$ cat src/rtl/async_event_arbiter.sv
// Collects rising edges from N_CH asynchronous lines and hands them out one at a
// time, tagged with a channel ID, over a valid/ready interface (round-robin).
module async_event_arbiter #(
  parameter  int N_CH        = 4,
  parameter  int SYNC_STAGES = 2,
  localparam int ID_W        = $clog2(N_CH)
) (
  input  logic              clk_i,
  input  logic              rst_i,
  input  logic [N_CH-1:0]   async_i,
  output logic              event_valid_o,
  input  logic              event_ready_i,
  output logic [ID_W-1:0]   event_id_o,
  output logic [N_CH-1:0]   pending_o,
  output logic [N_CH-1:0]   overflow_o,
  input  logic              clr_overflow_i
);

  logic [N_CH-1:0] w_pending;
  logic [N_CH-1:0] w_grant_vec;
  logic            w_free;
  logic            w_grant;
  logic            w_found;
  logic [ID_W-1:0] w_gid;

  logic            r_valid;
  logic [ID_W-1:0] r_id;
  logic [ID_W-1:0] r_ptr;

  // Per-channel synchronizer, edge detector, pending and sticky overflow state.
  generate
    for (genvar gi = 0; gi < N_CH; gi++) begin : g_ch
      logic [SYNC_STAGES-1:0] r_chain;
      logic                   r_prev;
      logic                   r_pend;
      logic                   r_ovf;
      logic                   w_sync;
      logic                   w_rise;

      assign w_sync          = r_chain[SYNC_STAGES-1];
      assign w_rise          = w_sync & ~r_prev;
      assign w_grant_vec[gi] = w_grant & (w_gid == ID_W'(gi));
      assign w_pending[gi]   = r_pend;
      assign overflow_o[gi]  = r_ovf;

      always_ff @(posedge clk_i or posedge rst_i) begin
        if (rst_i) begin
          r_chain <= '0;
          r_prev  <= 1'b0;
          r_pend  <= 1'b0;
          r_ovf   <= 1'b0;
        end else begin
          r_chain <= {r_chain[SYNC_STAGES-2:0], async_i[gi]};
          r_prev  <= w_sync;
          // A rise coinciding with a grant re-queues; a rise onto an ungranted pending is lost.
          r_pend  <= w_rise | (r_pend & ~w_grant_vec[gi]);
          r_ovf   <= (r_ovf & ~clr_overflow_i) | (w_rise & r_pend & ~w_grant_vec[gi]);
        end
      end
    end
  endgenerate

  assign w_free  = ~r_valid | event_ready_i;
  assign w_grant = w_free & w_found;

  // First pending channel after the pointer, wrapping modulo N_CH.
  always_comb begin
    w_found = 1'b0;
    w_gid   = '0;
    for (int i = 0; i < N_CH; i++) begin
      for (int k = 0; k < N_CH; k++) begin
        if (!w_found && w_pending[k] && (k == ((int'(r_ptr) + 1 + i) % N_CH))) begin
          w_found = 1'b1;
          w_gid   = ID_W'(k);
        end
      end
    end
  end

  always_ff @(posedge clk_i or posedge rst_i) begin
    if (rst_i) begin
      r_valid <= 1'b0;
      r_id    <= '0;
      r_ptr   <= ID_W'(N_CH - 1);
    end else if (w_free) begin
      if (w_found) begin
        r_valid <= 1'b1;
        r_id    <= w_gid;
        r_ptr   <= w_gid;
      end else begin
        r_valid <= 1'b0;
      end
    end
  end

  assign event_valid_o = r_valid;
  assign event_id_o    = r_id;
  assign pending_o     = w_pending;

endmodule
$ cat config.mk
export PLATFORM = sky130hd
export DESIGN_NAME = async_event_arbiter
export DESIGN_NICKNAME = d
export VERILOG_FILES = /design/src/rtl/async_event_arbiter.sv
export SDC_FILE = /design/constraint.sdc
export NUM_CORES = 1
export LEC_CHECK = 0
export CAP_MARGIN = 5
export CORE_UTILIZATION = 46
export DETAILED_ROUTE_END_ITERATION = 8
export PLACE_DENSITY_LB_ADDON = 0.15
export SYNTH_ARGS = -nofsm -noshare
export SYNTH_HDL_FRONTEND = slang
export SYNTH_SLANG_ARGS = --single-unit
$ cat constraint.sdc
create_clock -name clk_i -period 2.05 [get_ports clk_i]
set_input_delay 0.41 -clock clk_i [delete_from_list [all_inputs] [get_ports clk_i]]
set_output_delay 0.41 -clock clk_i [all_outputs]
set_load 0.01 [all_outputs]
# Yosys cells after proc, flatten, opt, wreduce, memory -nomap -nowiden
# Cells that the tools add are included.
# totals
ff_bits	25
inputBits	8
output_inout_bits	11
# classes
add_sub_neg	4
n_eq_ne	15
mux	32
bitwise_logic	48
n_reduce_logical	56
# ops
operator	count
$logic_not 32->1	4
$logic_and 1x1->1	31
$mux 2	14
$and 1x1->1	25
$eq 3x3->1 const A	8
$mux 1	18
$logic_not 1->1	15
$eq 2x3->1 const A	4
$not 1->1	10
$or 1x1->1	9
$reduce_or 2->1	4
$add 2x1->2 const B	2
$add 2x2->2 const B	2
$and 1x1->1 const A	4
$eq 2x2->1 const B	2
$eq 2x1->1 const B	1
$logic_not 2->1	1
$reduce_and 2->1	1

# Longest topological paths before layout
# Gate-level depths: netlist of the first run.
# depth
word_depth	71
ltp_mapped	4

# Worst setup path before layout of the first run
# OpenSTA, ideal clock, no wires.
# synth_path
path_kind	register -> register
from	register g_ch[1].r_pend
to	register g_ch[2].r_ovf
setup_ns	0.131
arrival_ns	1.467
required_ns	1.919
slack_ns	0.452
path_stages_with_launch	5
n_path_buf	0
synth_period_minus_slack_ns	1.598
path_cell_list	dfrtp_1 > or2_1 > a311o_1 > o211ai_2 > or3b_1
# synth_between
elab_chain_cells	64
word_cells_on_any_way	80
classes_between	eq/ne (1); mux (30); bitwise (5); reduce/logical (44)
# synth_lines
element	line	source
start, declared	35	logic r_pend;
start signal, assigned	56	r_pend <= w_rise | (r_pend & ~w_grant_vec[gi]);
$logic_and 1x1->1 (2 in a row)	72	if (!w_found && w_pending[k] && (k == ((int'(r_ptr) + 1 + i) % N_CH))) begin
$mux 1	72	
$logic_not 1->1	72	
$logic_and 1x1->1 (2 in a row)	72	
$mux 1	72	
$logic_not 1->1	72	
$logic_and 1x1->1 (2 in a row)	72	
$mux 1	72	
(+44 left out)	-	
$logic_not 1->1	72	
$logic_and 1x1->1 (2 in a row)	72	
$mux 2 or $mux 1 (tied branches)	72	
$eq 2x2->1 or $and 1x1->1 (tied branches)	42, 64	
$and 1x1->1 (*)	42	assign w_grant_vec[gi] = w_grant & (w_gid == ID_W'(gi));
$not 1->1 (*)	57	r_ovf <= (r_ovf & ~clr_overflow_i) | (w_rise & r_pend & ~w_grant_vec[gi]);
$and 1x1->1 (*)	57	
$or 1x1->1 (*)	57	
end signal, assigned	57	
end, declared	36	logic r_ovf;
# Mark *: on every way between the ends. The rest lies on a longest branch, timed or not.
# A chain may end at the register's enable or synchronous reset.

# Worst setup path after layout of the first run
# layout_path
from	register g_ch[3].r_pend
to	output port pending_o[3]
# layout_lines
element	line	source
start, declared	35	
start signal, assigned	56	
end, declared	14	output logic [N_CH-1:0] pending_o,
# No word-level cell between the ends.

==> flow_summary.json, run 1 <==
{
  "max-vdd-ir-drop_mv": 0.645,
  "swShare_pct": 34.7,
  "first_iter_violations": 5,
  "p_comb_share_pct": 40.1,
  "min_to": "g_ch[2].r_chain[1]",
  "cp_cell_sequence": "clkdlybuf4s50_1",
  "wl_met2_um": 814,
  "status": "finished, final reports clean",
  "ctsResizeCount": 0,
  "grt_pass1_vias": 676,
  "grtUsageTotal_pct": 16.2,
  "critPathBufInv": 1,
  "crit_path_max_fanout": 9,
  "io_buffer_count": 18,
  "holdCritStartpoint": "g_ch[2].r_chain[0]",
  "dp.cells": 127,
  "rsz0062_at_grt": "no",
  "yosys_warnings": 0,
  "cts_tree": "yes",
  "routedLengthMet1_um": 746,
  "drive_gt1_share_pct": 14.4,
  "drc_errors": 0,
  "hold_class": "reg2reg",
  "hold_viol_final": 0,
  "clock_skew_ns": 0.00577,
  "r2r-start": "g_ch[1].r_pend",
  "drv_slew": 0,
  "dr_wl_met3_um": 46,
  "start_util_pct": 51.3,
  "cap_violations": 0,
  "topRoutingLayerUsed": "met4",
  "synth_cell_types": 33,
  "post_cts.repair.setup_buffers": 0,
  "num_vias": 690,
  "gp_congestion": 0.759,
  "grt_max_degree": 26,
  "critical_path.max_stage_delay_ns": 0.59,
  "ys_seq_area_share_pct": 59.4,
  "ys_ff_latch": 25,
  "crit_required_ns": 1.64,
  "cp_slowest_cell": "clkdlybuf4s50_1",
  "final_nets": 113,
  "n_antenna_cell": 0,
  "setup_viol_count_final": 0,
  "critPathKind": "reg2out",
  "ys_async_sr_fraction_pct": 100,
  "dp_hpwl_um": 1250,
  "worst_pin_slew_ns": 0.628,
  "clk_pin_slew_ns": 0.13,
  "period_needed_ns": 1.82,
  "rows": 16,
  "synth-edff-count": 0,
  "reg2regPathDepth": 4,
  "netlist_instances": 90,
  "ant_nets": 0,
  "leakagePower_nw": 0.531,
  "htreeDepth": 1,
  "synth_flop_cell": "dfrtp_1",
  "clock_tree.buffer_depth": 2,
  "design_area_um2": 1240,
  "dieArea_um2": 2490,
  "post-route-period-util_pct": 88.7,
  "end_kind": "primary output",
  "vias_per_cell": 5.27,
  "root_buffer": "clkbuf_4",
  "syn_to_final_growth_pct": 17.4,
  "power.internal_mw": 1.05,
  "pin_count": 19,
  "dr.pass1.iters": 4,
  "reg2reg_slack_ns": 0.30,
  "arrival_ns": 1.41,
  "cts_buffers": 3,
  "grt_pass1_wl_um": 2990,
  "wire_per_inst_um": 12.5,
  "drt-total-wl_um": 1640,
  "placed_area_um2": 1210,
  "cts_sinks": 25,
  "cp-start-kind": "flop",
  "finalSetupTns_ns": 0,
  "total_power_mw": 1.61,
  "avgSynthCellArea_um2": 11.7,
  "fmax_ghz": 0.550,
  "antenna_found_initial": 0,
  "n_fill_cell": 171,
  "clockPowerShare_pct": 12.8,
  "hold_depth": 0,
  "hold_buffers": 0,
  "crit_family": "buffers and inverters",
  "power.net_switching_mw": 0.559,
  "stdcell_count": 131,
  "insertion_delay_ns": 0.31,
  "core-area_um2": 2060,
  "die_y_um": 49.9,
  "overflow": 0,
  "netlist_area_um2": 1060,
  "r2r_end": "g_ch[2].r_ovf",
  "p_per_area_nw_per_um2": 1300,
  "seqPwrFrac_pct": 47.0,
  "synth_fp_nets": 98,
  "dieWidth_um": 49.9,
  "slew_headroom_pct": 58.0
}
==> per-stage QoR <==
step | hold WS [ns] | setup slack (ns) | utilization, %
final | 0.367 | 0.232 | 60.2
after global routing | 0.376 | 0.156 | 60.2
after CTS | 0.371 | 0.210 | 60.2
after detailed placement | 0.339 | 0.151 | 58.9
after global placement | 0.333 | 0.193 | 58.9
after floorplan | 0.331 | 0.452 | -
==> flip-flops by register name (all words and copies together) (netlist names) <==
signal         flops
r_ptr              2
g_ch.r_pend        4
g_ch.r_chain       8
g_ch.r_ovf         4
event_valid_o      1
event_id_o         2
g_ch.r_prev        4
==> cell families after synthesis <==
family / Yosys count / synth area share [%]
compound gates: 19 / 14.1
buf+inv: 14 / 7.93
flops: 25 / 59.4
mux: 2 / 2.13
simple gates: 30 / 16.5
==> synth_stat cells (all sizes together), types with 2 or more instances <==
cell	n	area share [%]
a21o	3	2.1
a21oi	2	0.95
a311oi	2	1.7
buf	9	6.2
dfrtp	23	54
dfstp	2	5.0
inv	5	1.8
mux2	2	2.1
nand2	2	0.71
nand2b	9	5.6
nand3	2	0.95
nor2	5	1.8
nor2b	4	2.4
o21ai	2	0.95
o22ai	2	1.2
or2	2	1.2
==> final cells by class <==
cell class | count | area, µm² | share of cell area, %
flip-flops and latches | 25 | 628 | 50.6
multi-input cells | 51 | 345 | 27.8
repair buffers | 19 | 188 | 15.1
well taps | 27 | 33.8 | 2.72
clock buffers | 3 | 22.5 | 1.81
inverters | 5 | 18.8 | 1.51
clock inverters | 1 | 5.00 | 0.403
==> power groups by stage <==
stage	clock [mW]	combinational [mW]	sequential (mW)
after floorplan	0	0.482	0.740
after global placement	0	0.632	0.760
after detailed placement	0	0.649	0.770
after CTS	0.219	0.652	0.760
after global routing	0.237	0.708	0.783
final	0.207	0.647	0.759
==> worst max path at each step <==
| stage | startpoint | endpoint | depth (start not counted) |
|---|---|---|---|
| CTS | g_ch[3].r_pend | pending_o[3] | 1 |
| detailed placement | event_ready_i | event_id_o[0] | 4 |
| finish | g_ch[3].r_pend | pending_o[3] | 1 |
| global placement | event_ready_i | event_id_o[0] | 4 |
| floorplan | g_ch[1].r_pend | g_ch[2].r_ovf | 4 |
| global route | g_ch[3].r_pend | pending_o[3] | 1 |
==> layout by cell type (no fill, tap or decap), types with 2 or more instances in the layout <==
cell type,count
nor2b_1,4
dfstp_2,2
nand2_1,2
nor2_1,5
dfrtp_1,23
clkbuf_4,3
inv_1,5
nand3_1,2
o21ai_0,2
mux2_2,2
a21oi_1,2
clkdlybuf4s50_1,18
a21o_1,3
o22ai_1,2
nand2b_1,8
a311oi_1,2
==> per-layer routing <==
| metal | vias to the layer above | track usage (%) |
|---|---|---|
| li1 | 332 | - |
| met1 | 336 | 22.6 |
| met2 | 18 | 24.1 |
| met3 | 4 | 2.78 |
| met4 | 0 | 8.57 |
| met5 | - | 0 |
(Power assumes the default switching activity.)
==> inputs of run 2 (changes only) <==
CORE_UTILIZATION = 45   (was 46)
clock period = 1.49 ns   (was 2.05 ns; I/O delays follow)
==> flow_summary.json, run 2 (synthesis results as in run 1) <==
{
  "end_kind": "flop",
  "rows": 17,
  "pin_count": 19,
  "critPathBufInv": 0,
  "insertion_delay_ns": 0.31,
  "r2r_end": "g_ch[2].r_ovf",
  "max-vdd-ir-drop_mv": 1.28,
  "crit_required_ns": 1.69,
  "worst_pin_slew_ns": 0.573,
  "cap_violations": 0,
  "hold_class": "in2async",
  "io_buffer_count": 18,
  "status": "finished, violations left",
  "grtUsageTotal_pct": 18.9,
  "wire_per_inst_um": 13.4,
  "dr.pass1.iters": 3,
  "gp_congestion": 0.887,
  "cts_sinks": 25,
  "start_util_pct": 47.8,
  "fin_ws_ns": -0.128,
  "cp_cell_sequence": "or2_1, a311o_1, o211ai_2, or3b_1",
  "stdcell_count": 152,
  "layout_common_cells": "dfrtp_1, buf_4, dlygate4sd2_1",
  "failed_checks": "setup timing",
  "leakagePower_nw": 0.690,
  "vias_per_cell": 5.01,
  "post-route-period-util_pct": 109,
  "syn_to_final_growth_pct": 43.3,
  "cts_buffers": 3,
  "cts_tree": "yes",
  "arrival_ns": 1.82,
  "largest_register_ff_count": 8,
  "slew_headroom_pct": 61.7,
  "final_nets": 133,
  "clock_skew_ns": 0.00402,
  "antenna_found_initial": 0,
  "critical_path.max_stage_delay_ns": 0.43,
  "period_needed_ns": 1.62,
  "dp_hpwl_um": 1330,
  "drive_gt1_share_pct": 37.1,
  "drt-total-wl_um": 2040,
  "setup_viol_count_final": 10,
  "num_vias": 762,
  "fmax_ghz": 0.618,
  "dp_slack_ns": -0.126,
  "total_power_mw": 2.89,
  "drv_slew": 0,
  "rsz0062_at_grt": "yes",
  "drc_errors": 0,
  "n_fill_cell": 162,
  "critPathKind": "reg2reg",
  "overflow": 0,
  "ant_nets": 0,
  "dieArea_um2": 2550,
  "reg2reg_slack_ns": -0.13,
  "hold_viol_final": 0,
  "finalSetupTns_ns": -0.568,
  "htreeDepth": 1,
  "first_iter_violations": 6,
  "r2r-start": "g_ch[1].r_pend",
  "reg2regPathDepth": 4,
  "grt_max_degree": 26,
  "grt_pass1_vias": 746,
  "n_antenna_cell": 0,
  "crit_cells": 4,
  "cp_slowest_cell": "dfrtp_1",
  "cp-start-kind": "flop",
  "dp.cells": 143,
  "regMostFlops": "g_ch.r_chain",
  "clock_tree.buffer_depth": 2,
  "grt_pass1_wl_um": 3480,
  "crit_path_max_fanout": 4,
  "dieWidth_um": 50.5,
  "p_per_area_nw_per_um2": 1910,
  "final_common_cell": "dfrtp_1",
  "core-area_um2": 2210,
  "post-route-util_pct": 68.5,
  "crit_family": "simple AND/OR/NAND/NOR gates",
  "root_buffer": "clkbuf_4",
  "die_y_um": 50.5,
  "clk_pin_slew_ns": 0.12
}
-- run 2: per-stage QoR --
step	hold WS [ns]	area (µm²)
final	0.309	1520
after global routing	0.331	1520
after CTS	0.316	1450
after detailed placement	0.337	1350
after global placement	0.332	1350
after floorplan	0.324	1060
-- run 2: cell type report --
cell class / count / area, µm² / area share (%)
clock buffers: 4 / 26.3 / 1.73
well taps: 28 / 35.0 / 2.31
repair buffers: 39 / 349 / 23.0
multi-input cells: 51 / 457 / 30.1
flip-flops and latches: 25 / 629 / 41.5
inverters: 5 / 18.8 / 1.24
-- run 2: how the worst max path moves through the flow --
| stage | start | endpoint | slack (ns) |
|---|---|---|---|
| 3_5_place_dp | event_ready_i | g_ch[2].r_ovf | -0.13 |
| 5_1_grt | g_ch[1].r_pend | g_ch[2].r_pend | -0.20 |
| 6_report | g_ch[1].r_pend | g_ch[2].r_ovf | -0.13 |
| 3_3_place_gp | event_ready_i | g_ch[2].r_ovf | -0.12 |
| 4_1_cts | g_ch[1].r_pend | g_ch[2].r_ovf | -0.14 |
| 2_1_floorplan | r_ptr[1] | g_ch[2].r_ovf | -0.09 |
-- run 2: what timing repair did --
item,CTS,global route
pin swaps,6,2
setup buffers,2,3
resized for setup,27,10
hold buffers,0,0
endpoints found under the setup margin,18,12
-- run 2: layer usage --
metal / vias to the layer above / share of wire [%] / global-route usage (%) / wire length [µm]
met4: 0 / 1.8 / 9.72 / 36
met3: 5 / 2.4 / 2.73 / 49
met1: 370 / 48 / 27.1 / 978
li1: 373 / - / - / -
met2: 14 / 48 / 27.8 / 973
met5: - / 0 / 0 / 0
-- run 2: worst reg2reg max path: cells and delay by family, from the launching register on --
kind,cells,cell delay (ns)
AND/OR/NAND/NOR,2,0.61
flip-flops,1,0.43
AO/OA/AOI/OAI,2,0.48
-- run 2: report_power, final --
group / internal, mW / total (mW) / switching (mW)
Combinational: 0.882 / 1.62 / 0.735
Sequential: 0.865 / 0.991 / 0.126
Clock: 0.105 / 0.284 / 0.179
==> RTL edit: new RTL, config.mk and constraints of run 1 <==
The parameter `N_CH` goes from 4 to 8.
--- a/src/rtl/async_event_arbiter.sv
+++ b/src/rtl/async_event_arbiter.sv
@@ -2,5 +2,5 @@
 // time, tagged with a channel ID, over a valid/ready interface (round-robin).
 module async_event_arbiter #(
-  parameter  int N_CH        = 4,
+  parameter  int N_CH        = 8,
   parameter  int SYNC_STAGES = 2,
   localparam int ID_W        = $clog2(N_CH)
Interface: changed (resized async_i, event_id_o, overflow_o and pending_o); port bits go from 19 to 32. No check against the original RTL was run, so the function may have changed too.
==> RTL edit against run 1 <==
- the run now ends with setup timing left
- sequential cell count increased by 22
- setup slack got worse by 2.1 ns
- wire length increased to 7.7 times the old value
- area after synthesis increased to 3.1 times the old value
- design area increased to 4.4 times the old value
- register-to-register slack got worse by 2.1 ns
Power is left out: the tool's default activity adds up to more than one toggle a clock period on the data nets, which glitch-free logic cannot reach.
==> RTL edit: results (changes against run 1) <==
synth:
  syn_area_per_cell_um2: 8.87  # -25%
  synth.distinct_cells: 68  # +110%
  synth_fp_nets: 387  # +290%
  seq_area_frac_synth: 0.364  # -0.231
  synthFlopType: "dfrtp_1"
  yosys-top-cells-count: "dfrtp_1 (44), nand2_1 (44), a21oi_1 (21), nor2_1 (19), buf_4 (17)"
  yosys-top-cells-area: "dfrtp_1 (34%), nand2_1 (5.1%), buf_4 (3.9%)"
placed_design:
  routabilityCongestion: 1.01  # +33%
  placed_cell_area_um2: 4540  # +270%
  pre_cts_slack_ns: -1.84  # -1.99 ns
  port-buffer-count: 31  # +13
  hpwl_um: 8730  # +600%
  placed_cells: 582  # +360%
timing:
  hold_ws_ns: 0.356  # -0.0118 ns
  finalSetupViolCount: 23  # +23
  slew_headroom: 0.598  # +0.0179
  setup_ws_ns: -1.82  # -2.05 ns
  fin_skew_ns: 0.0100  # +0.00425 ns
  setup_tns_ns: -35.40  # -35.40 ns
detailed_routing:
  top_layer: "met4"
  m1WireLength_um: 5010  # +570%
  wl_met3_um: 837  # +1700%
  drt-pass1-iter-count: 6  # +2
  routed_wl_um: 12600  # +670%
  dr_total_vias: 3735  # +440%
  wl_met2_um: 6220  # +660%
  first_iter_violations: 435  # +430
worst_hold_path:
  hp-class: "reg2reg"
  min-delay-start: "g_ch[2].r_chain[0]"
worst_setup_path:
  arrival_ns: 4.07  # +2.66 ns
  reg2reg_depth: 14  # +10
  slowest_stage: "dfstp_2"
  crit_path_max_fanout: 6  # -3
  crit_type: "reg2reg"
  crit_end: "g_ch[2].r_ovf"
  slowest_delay_ns: 0.57  # -0.02 ns
  worstReg2RegStart: "r_ptr[1]"
  crit_family: "simple AND/OR/NAND/NOR gates"
global_routing:
  grt_pass1_wl_um: 19100  # +540%
  met1_usage: 0.426  # +0.200
  use_met2: 0.578  # +0.337
  antenna_found_initial: 0  # unchanged
  grt_use_met3: 0.0635  # +0.0357
  grt_max_degree: 48  # +85%
  grt_usage: 0.342  # +0.179
clock_tree:
  cts_buffers: 5  # +2
  clock_path_buffers: 2  # unchanged
  clk_pin_slew_ns: 0.10  # -0.03 ns
  cts-root-buf: "clkbuf_8"
  cts_htree_levels: 2  # +1
outcome:
  status: "complete, but fails checks"
  violations: "setup timing"
cells_and_area:
  fin_nets: 550  # +390%
  drive_above_1_share: 0.474  # +0.329
  nFillCells: 438  # +160%
  fin_cells: 626  # +380%
  largest_reg_flops: 16  # +8
RTL edit: cell type report:
cell class	count	area, um^2	share of cell area
Timing Repair Buffer	195	1690	0.312
Sequential cell	47	1180	0.218
Clock buffer	5	68.8	0.0127
Tap cell	96	120	0.0222
Clock inverter	3	28.8	0.00532
Multi-Input combinational cell	269	2280	0.421
Inverter	11	43.8	0.00810
RTL edit: kinds of logic (layout without fill, tap and decap cells):
kind of cell / count (synthesis) / count (layout) / share of synthesized area
simple gates: 141 / 141 / 0.223
fa+ha+maj: 9 / 9 / 0.0347
compound gates: 113 / 113 / 0.262
xor+xnor: 3 / 3 / 0.0227
flops: 47 / 47 / 0.364
buf+inv: 50 / 214 / 0.0837
mux: 3 / 3 / 0.0104
RTL edit: what timing repair did:
action                     in CTS  in global routing
gates resized for setup        72                 31
setup endpoints to repair      23                 24
pin swaps                      33                 22
cloned                          0                  0
hold endpoints to repair        0                  0
buffers inserted               26                 14
